[src/rtl/seq_mult_pkg.sv]
// ---------------------------------------------------------------------------
// seq_mult_pkg : shared FSM state type and operand-width limits for seq_mult_n
// Revision 1.0
// ---------------------------------------------------------------------------
`default_nettype none

package seq_mult_pkg;

    typedef enum logic [1:0] {
        IDLE = 2'd0,
        RUN  = 2'd1,
        FIX  = 2'd2,
        DONE = 2'd3
    } state_t;

    localparam int WIDTH_MIN = 2;
    localparam int WIDTH_MAX = 32;

    function automatic bit width_ok(input int w);
        return (w >= WIDTH_MIN) && (w <= WIDTH_MAX);
    endfunction

endpackage

`default_nettype wire

[src/rtl/seq_mult_dp.sv]
// ---------------------------------------------------------------------------
// seq_mult_dp : magnitude capture, shift-add accumulator and sign fix-up
// Revision 1.0
// ---------------------------------------------------------------------------
`default_nettype none

module seq_mult_dp #(
    parameter int WIDTH = 4
) (
    input  logic                 clk,
    input  logic                 rst,
    input  logic                 load,
    input  logic                 step,
    input  logic                 fix,
    input  logic                 signed_mode,
    input  logic [WIDTH-1:0]     a,
    input  logic [WIDTH-1:0]     b,
    output logic [2*WIDTH-1:0]   p
);

    logic [WIDTH-1:0]   a_mag;
    logic [WIDTH-1:0]   b_mag;
    logic [WIDTH-1:0]   mcand;
    logic [WIDTH-1:0]   mplier;
    logic [2*WIDTH-1:0] acc;
    logic [2*WIDTH-1:0] acc_next;
    logic [2*WIDTH-1:0] p_reg;
    logic [WIDTH:0]     sum;
    logic               neg;

    // The most negative operand negates to itself, which is its correct unsigned magnitude.
    always_comb begin
        a_mag    = (signed_mode && a[WIDTH-1]) ? -a : a;
        b_mag    = (signed_mode && b[WIDTH-1]) ? -b : b;
        sum      = {1'b0, acc[2*WIDTH-1:WIDTH]} + (mplier[0] ? {1'b0, mcand} : '0);
        acc_next = {sum, acc[WIDTH-1:1]};
    end

    always_ff @(posedge clk or posedge rst) begin
        if (rst) begin
            mcand  <= '0;
            mplier <= '0;
            acc    <= '0;
            neg    <= 1'b0;
            p_reg  <= '0;
        end else begin
            if (load) begin
                mcand  <= a_mag;
                mplier <= b_mag;
                acc    <= '0;
                neg    <= signed_mode & (a[WIDTH-1] ^ b[WIDTH-1]);
            end else if (step) begin
                acc    <= acc_next;
                mplier <= mplier >> 1;
            end
            if (fix) begin
                p_reg <= neg ? -acc : acc;
            end
        end
    end

    assign p = p_reg;

endmodule

`default_nettype wire

[src/rtl/seq_mult_n.sv]
// ---------------------------------------------------------------------------
// seq_mult_n : WIDTH-generic signed/unsigned shift-add multiplier, valid/ready
// Revision 1.0
// ---------------------------------------------------------------------------
`default_nettype none

module seq_mult_n
    import seq_mult_pkg::*;
#(
    parameter int WIDTH = 4
) (
    input  logic                 clk,
    input  logic                 rst,
    input  logic                 in_valid,
    output logic                 in_ready,
    input  logic [WIDTH-1:0]     a,
    input  logic [WIDTH-1:0]     b,
    input  logic                 signed_mode,
    output logic                 out_valid,
    input  logic                 out_ready,
    output logic [2*WIDTH-1:0]   p
);

    localparam int               CNT_W     = $clog2(WIDTH + 1);
    localparam logic [CNT_W-1:0] LAST_ITER = CNT_W'(WIDTH - 1);

    generate
        if (!width_ok(WIDTH)) begin : g_width_check
            $error("seq_mult_n: WIDTH must lie in 2..32");
        end
    endgenerate

    state_t           state;
    state_t           state_nxt;
    logic [CNT_W-1:0] cnt;
    logic             load;
    logic             step;
    logic             fix;

    always_ff @(posedge clk or posedge rst) begin
        if (rst) begin
            state <= IDLE;
            cnt   <= '0;
        end else begin
            state <= state_nxt;
            if (load) begin
                cnt <= '0;
            end else if (step) begin
                cnt <= cnt + CNT_W'(1);
            end
        end
    end

    // No early exit: every product takes exactly WIDTH RUN cycles.
    always_comb begin
        state_nxt = state;
        load      = 1'b0;
        step      = 1'b0;
        fix       = 1'b0;
        case (state)
            IDLE: begin
                if (in_valid) begin
                    load      = 1'b1;
                    state_nxt = RUN;
                end
            end
            RUN: begin
                step = 1'b1;
                if (cnt == LAST_ITER) begin
                    state_nxt = FIX;
                end
            end
            FIX: begin
                fix       = 1'b1;
                state_nxt = DONE;
            end
            DONE: begin
                if (out_ready) begin
                    state_nxt = IDLE;
                end
            end
            default: state_nxt = IDLE;
        endcase
    end

    assign in_ready  = (state == IDLE);
    assign out_valid = (state == DONE);

    seq_mult_dp #(
        .WIDTH (WIDTH)
    ) u_dp (
        .clk         (clk),
        .rst         (rst),
        .load        (load),
        .step        (step),
        .fix         (fix),
        .signed_mode (signed_mode),
        .a           (a),
        .b           (b),
        .p           (p)
    );

endmodule

`default_nettype wire

[config.mk]
export PLATFORM = sky130hd
export DESIGN_NAME = seq_mult_n
export DESIGN_NICKNAME = d
export VERILOG_FILES = /design/src/rtl/seq_mult_pkg.sv /design/src/rtl/seq_mult_dp.sv /design/src/rtl/seq_mult_n.sv
export SDC_FILE = /design/constraint.sdc
export NUM_CORES = 1
export LEC_CHECK = 0
export BUFFER_PORTS_ARGS = -buffer_cell sky130_fd_sc_hd__buf_2
export CELL_PAD_IN_SITES_DETAIL_PLACEMENT = 0
export CELL_PAD_IN_SITES_GLOBAL_PLACEMENT = 2
export CORE_MARGIN = 2
export CORE_UTILIZATION = 38
export CTS_BUF_LIST = sky130_fd_sc_hd__clkbuf_16
export CTS_CLUSTER_DIAMETER = 80
export DETAILED_ROUTE_END_ITERATION = 16
export HOLD_SLACK_MARGIN = 0.12
export PLACE_DENSITY = 0.84
export SYNTH_ARGS = -nofsm -noshare
export SYNTH_HDL_FRONTEND = slang
export SYNTH_SLANG_ARGS = --single-unit
[constraint.sdc]
create_clock -name clk -period 3.67 [get_ports clk]
set_input_delay 0.734 -clock clk [delete_from_list [all_inputs] [get_ports clk]]
set_output_delay 0.734 -clock clk [all_outputs]
set_load 0.01 [all_outputs]
==> results.cfg <==
[run_status]
status = finished, final reports clean

[flow_run]
maxCapViolCount = 0

[die]
rows = 24
dieWidth_um = 71.80
io-pin-count = 23
initial_standard_cell_utilization_of_the_core_pct = 39.84
area_of_the_core_region_um2 = 4384
design.die.area_um2 = 5155
die_height_um = 71.80

[clock_network]
number_of_levels_the_h_tree_was_split_into = 2
cts.repair_timing.setup_buffer_count = 0
clkSlewWorstSetupHoldPaths_ps = 50
hold_buffers = 0
clock_path_buffers = 2
cts.sink_count = 30
cells_resized_by_post_cts_repair = 0
insertion_delay_of_the_later_clocked_pin_in_the_worst_skew_pair_ps = 270
cts_tree = built
clk_root_buffer_cell = sky130_fd_sc_hd__clkbuf_16
cts_buffers = 5

[setup_path]
path_class = flop to flop
cp_data_required_time_ps = 3820
crit_fanout = 22
worst_setup_path_start_kind = flop
worst_setup_path_end_kind = flop
critPathArrivalTime_ps = 2220

[power]
total_power_mw = 1.795
power_per_cell_area_nw_per_um2 = 883.9
peak_ir_drop_on_the_vdd_network_uv = 236.0
power.leakage_nw = 0.9894

[placed_design]
detailedPlacementHpwl_um = 2413
place.gp.congestion = 0.7933
number_of_placed_cells_counting_well_taps = 247
detailed_place.area_um2 = 1893
pre_cts_ws_ps = 1606
numPortBuffers = 22

[yosys]
seq_area_frac_synth_pct = 42.98
synth_enable_flop_cells = 0
synth-warning-count = 0
avgSynthCellArea_um2 = 9.650
synth-seq-cells = 30
ys.flop_type = sky130_fd_sc_hd__dfrtp_1
synthesis.nets = 209
postSynth.asyncResetShare_pct = 100.0
unique_cell_type_count_in_the_yosys_netlist = 37
syn-cell-area_um2 = 1747
syn-instance-count = 181

[grt]
first_global_vias = 1366
pin_count_of_the_biggest_net_entering_global_routing = 31
use_met1_pct = 18.15
grt_overflow = 0
grt_pass1_wl_um = 6016
globalRoute.busiestLayer = met2
global_route.usage.met2_pct = 25.31
grtUsageTotal_pct = 14.90
grt_antenna_before_repair = 0
grt_use_met3_pct = 2.954

[min_path]
hp-class = flop to flop

[drt]
route.detailed.vias_per_inst = 5.231
vias = 1334
first_pass_iters = 4
drt-initial-drc-count = 32
routedWlPerCell_um = 13.15
drc_errors = 0
drt-total-wl_um = 3353
drt_antenna_net_count = 0

[timing]
clk_skew_ps = 4.203
rsz0062_at_grt = false
timing.hold.ws_ps = 467.1
min_period_ps = 2063
finalHoldViolations = 0
worst_pin_slew_ps = 905.8
final_max_slew_viol_count = 0
fin_tns_setup_ps = 0
worst_slew_margin_rel_pct = 39.61
finalSetupViolations = 0
max_clock_freq_mhz = 484.7
layout_worst_path_cycle_share_pct = 56.22
post-route-worst-setup-slack_ps = 1607

[finish]
num_antenna_cells = 0
areaGrowthSynthToFinish_pct = 16.26
layout.core_utilization_pct = 46.32
design_area_um2 = 2031
fillers = 429
post_route_cells_drive_above_1_share_pct = 15.76
fin_nets = 230
commonest_cells_after_routing_fill_and_taps_aside = 30 x sky130_fd_sc_hd__dfrtp_1, 22 x sky130_fd_sc_hd__buf_2, 20 x sky130_fd_sc_hd__inv_1
layout.cells.most_common = sky130_fd_sc_hd__dfrtp_1
stdcell_count = 255
[path summary, 6_finish.rpt]
kind | startpoint | end | slack, ps | depth (start not counted)
worst max-delay path | state[1] | state[1] | 1610 | 4
worst min-delay path | u_dp.mcand[2] | u_dp.mcand[2] | 470 | 2
worst max register to register | state[1] | state[1] | 1610 | 4
worst min register to register | u_dp.mcand[2] | u_dp.mcand[2] | 470 | 2
max in group asynchronous | rst | u_dp.acc[4] | 2860 | 3
min in group asynchronous | rst | u_dp.p[0] | 530 | 3
[kinds of logic (layout without fill, tap and decap cells)]
family / count (synthesis) / in the layout / synth area share, %
AO/OA/AOI/OAI: 35 / 35 / 13.32
XOR/XNOR: 6 / 6 / 3.009
adder cells (fa/ha/maj): 15 / 15 / 11.17
buffers and inverters: 28 / 50 / 6.160
flip-flops: 30 / 30 / 42.98
multiplexers: 13 / 13 / 7.593
AND/OR/NAND/NOR: 54 / 54 / 15.76
[area by class of cell]
type                       count  area, um^2  area share [%]
sequential                    30       750.7           36.97
clock inverter                 3       12.51          0.6161
timing repair buffer          23       117.6           5.792
multi-input combinational    123       888.4           43.75
tap                           52       65.06           3.204
inverter                      19       71.32           3.512
clock buffer                   5       125.1           6.161
[Yosys cell counts, types with 2 or more instances]
cell                        n  area share (%)
sky130_fd_sc_hd__nor2b_1    5             1.8
sky130_fd_sc_hd__xor2_1     3             1.5
sky130_fd_sc_hd__nand2_1   13             2.8
sky130_fd_sc_hd__a21oi_1    7             2.0
sky130_fd_sc_hd__dfrtp_1   30              43
sky130_fd_sc_hd__mux2_2     2             1.3
sky130_fd_sc_hd__nand4_1    2            0.72
sky130_fd_sc_hd__xnor2_1    3             1.5
sky130_fd_sc_hd__inv_1     19             4.1
sky130_fd_sc_hd__nor3_1     2            0.57
sky130_fd_sc_hd__nand3b_1   3             1.3
sky130_fd_sc_hd__o31ai_1    3             1.3
sky130_fd_sc_hd__and2_1     4             1.4
sky130_fd_sc_hd__a31oi_1    4             1.4
sky130_fd_sc_hd__a2111o_1   2             1.3
sky130_fd_sc_hd__ha_1      14              10
sky130_fd_sc_hd__o21ai_0    9             2.6
sky130_fd_sc_hd__mux2i_1   11             6.3
sky130_fd_sc_hd__nor2_1    14             3.0
sky130_fd_sc_hd__nand3_1    6             1.7
sky130_fd_sc_hd__a211oi_1   4             1.7
sky130_fd_sc_hd__clkbuf_1   6             1.3
[critical path: stages (launching register included)]
cell                       delay (ps)
sky130_fd_sc_hd__dfrtp_1          380
sky130_fd_sc_hd__inv_1             90
sky130_fd_sc_hd__ha_1             500
sky130_fd_sc_hd__a222oi_1         570
sky130_fd_sc_hd__mux2_2           390
[routing by layer]
| layer | vias to the layer above | wire [um] |
|---|---|---|
| met4 | 0 | 21 |
| met1 | 640 | 1552 |
| met2 | 23 | 1631 |
| met5 | - | 0 |
| met3 | 2 | 147 |
| li1 | 669 | - |
[power by group]
| group | leakage (nW) | internal, mW | switching, mW |
|---|---|---|---|
| logic | 0.540 | 0.358 | 0.428 |
| registers | 0.377 | 0.494 | 0.138 |
| clock network | 0.0724 | 0.244 | 0.133 |
Power figures use the tool's default switching activity.
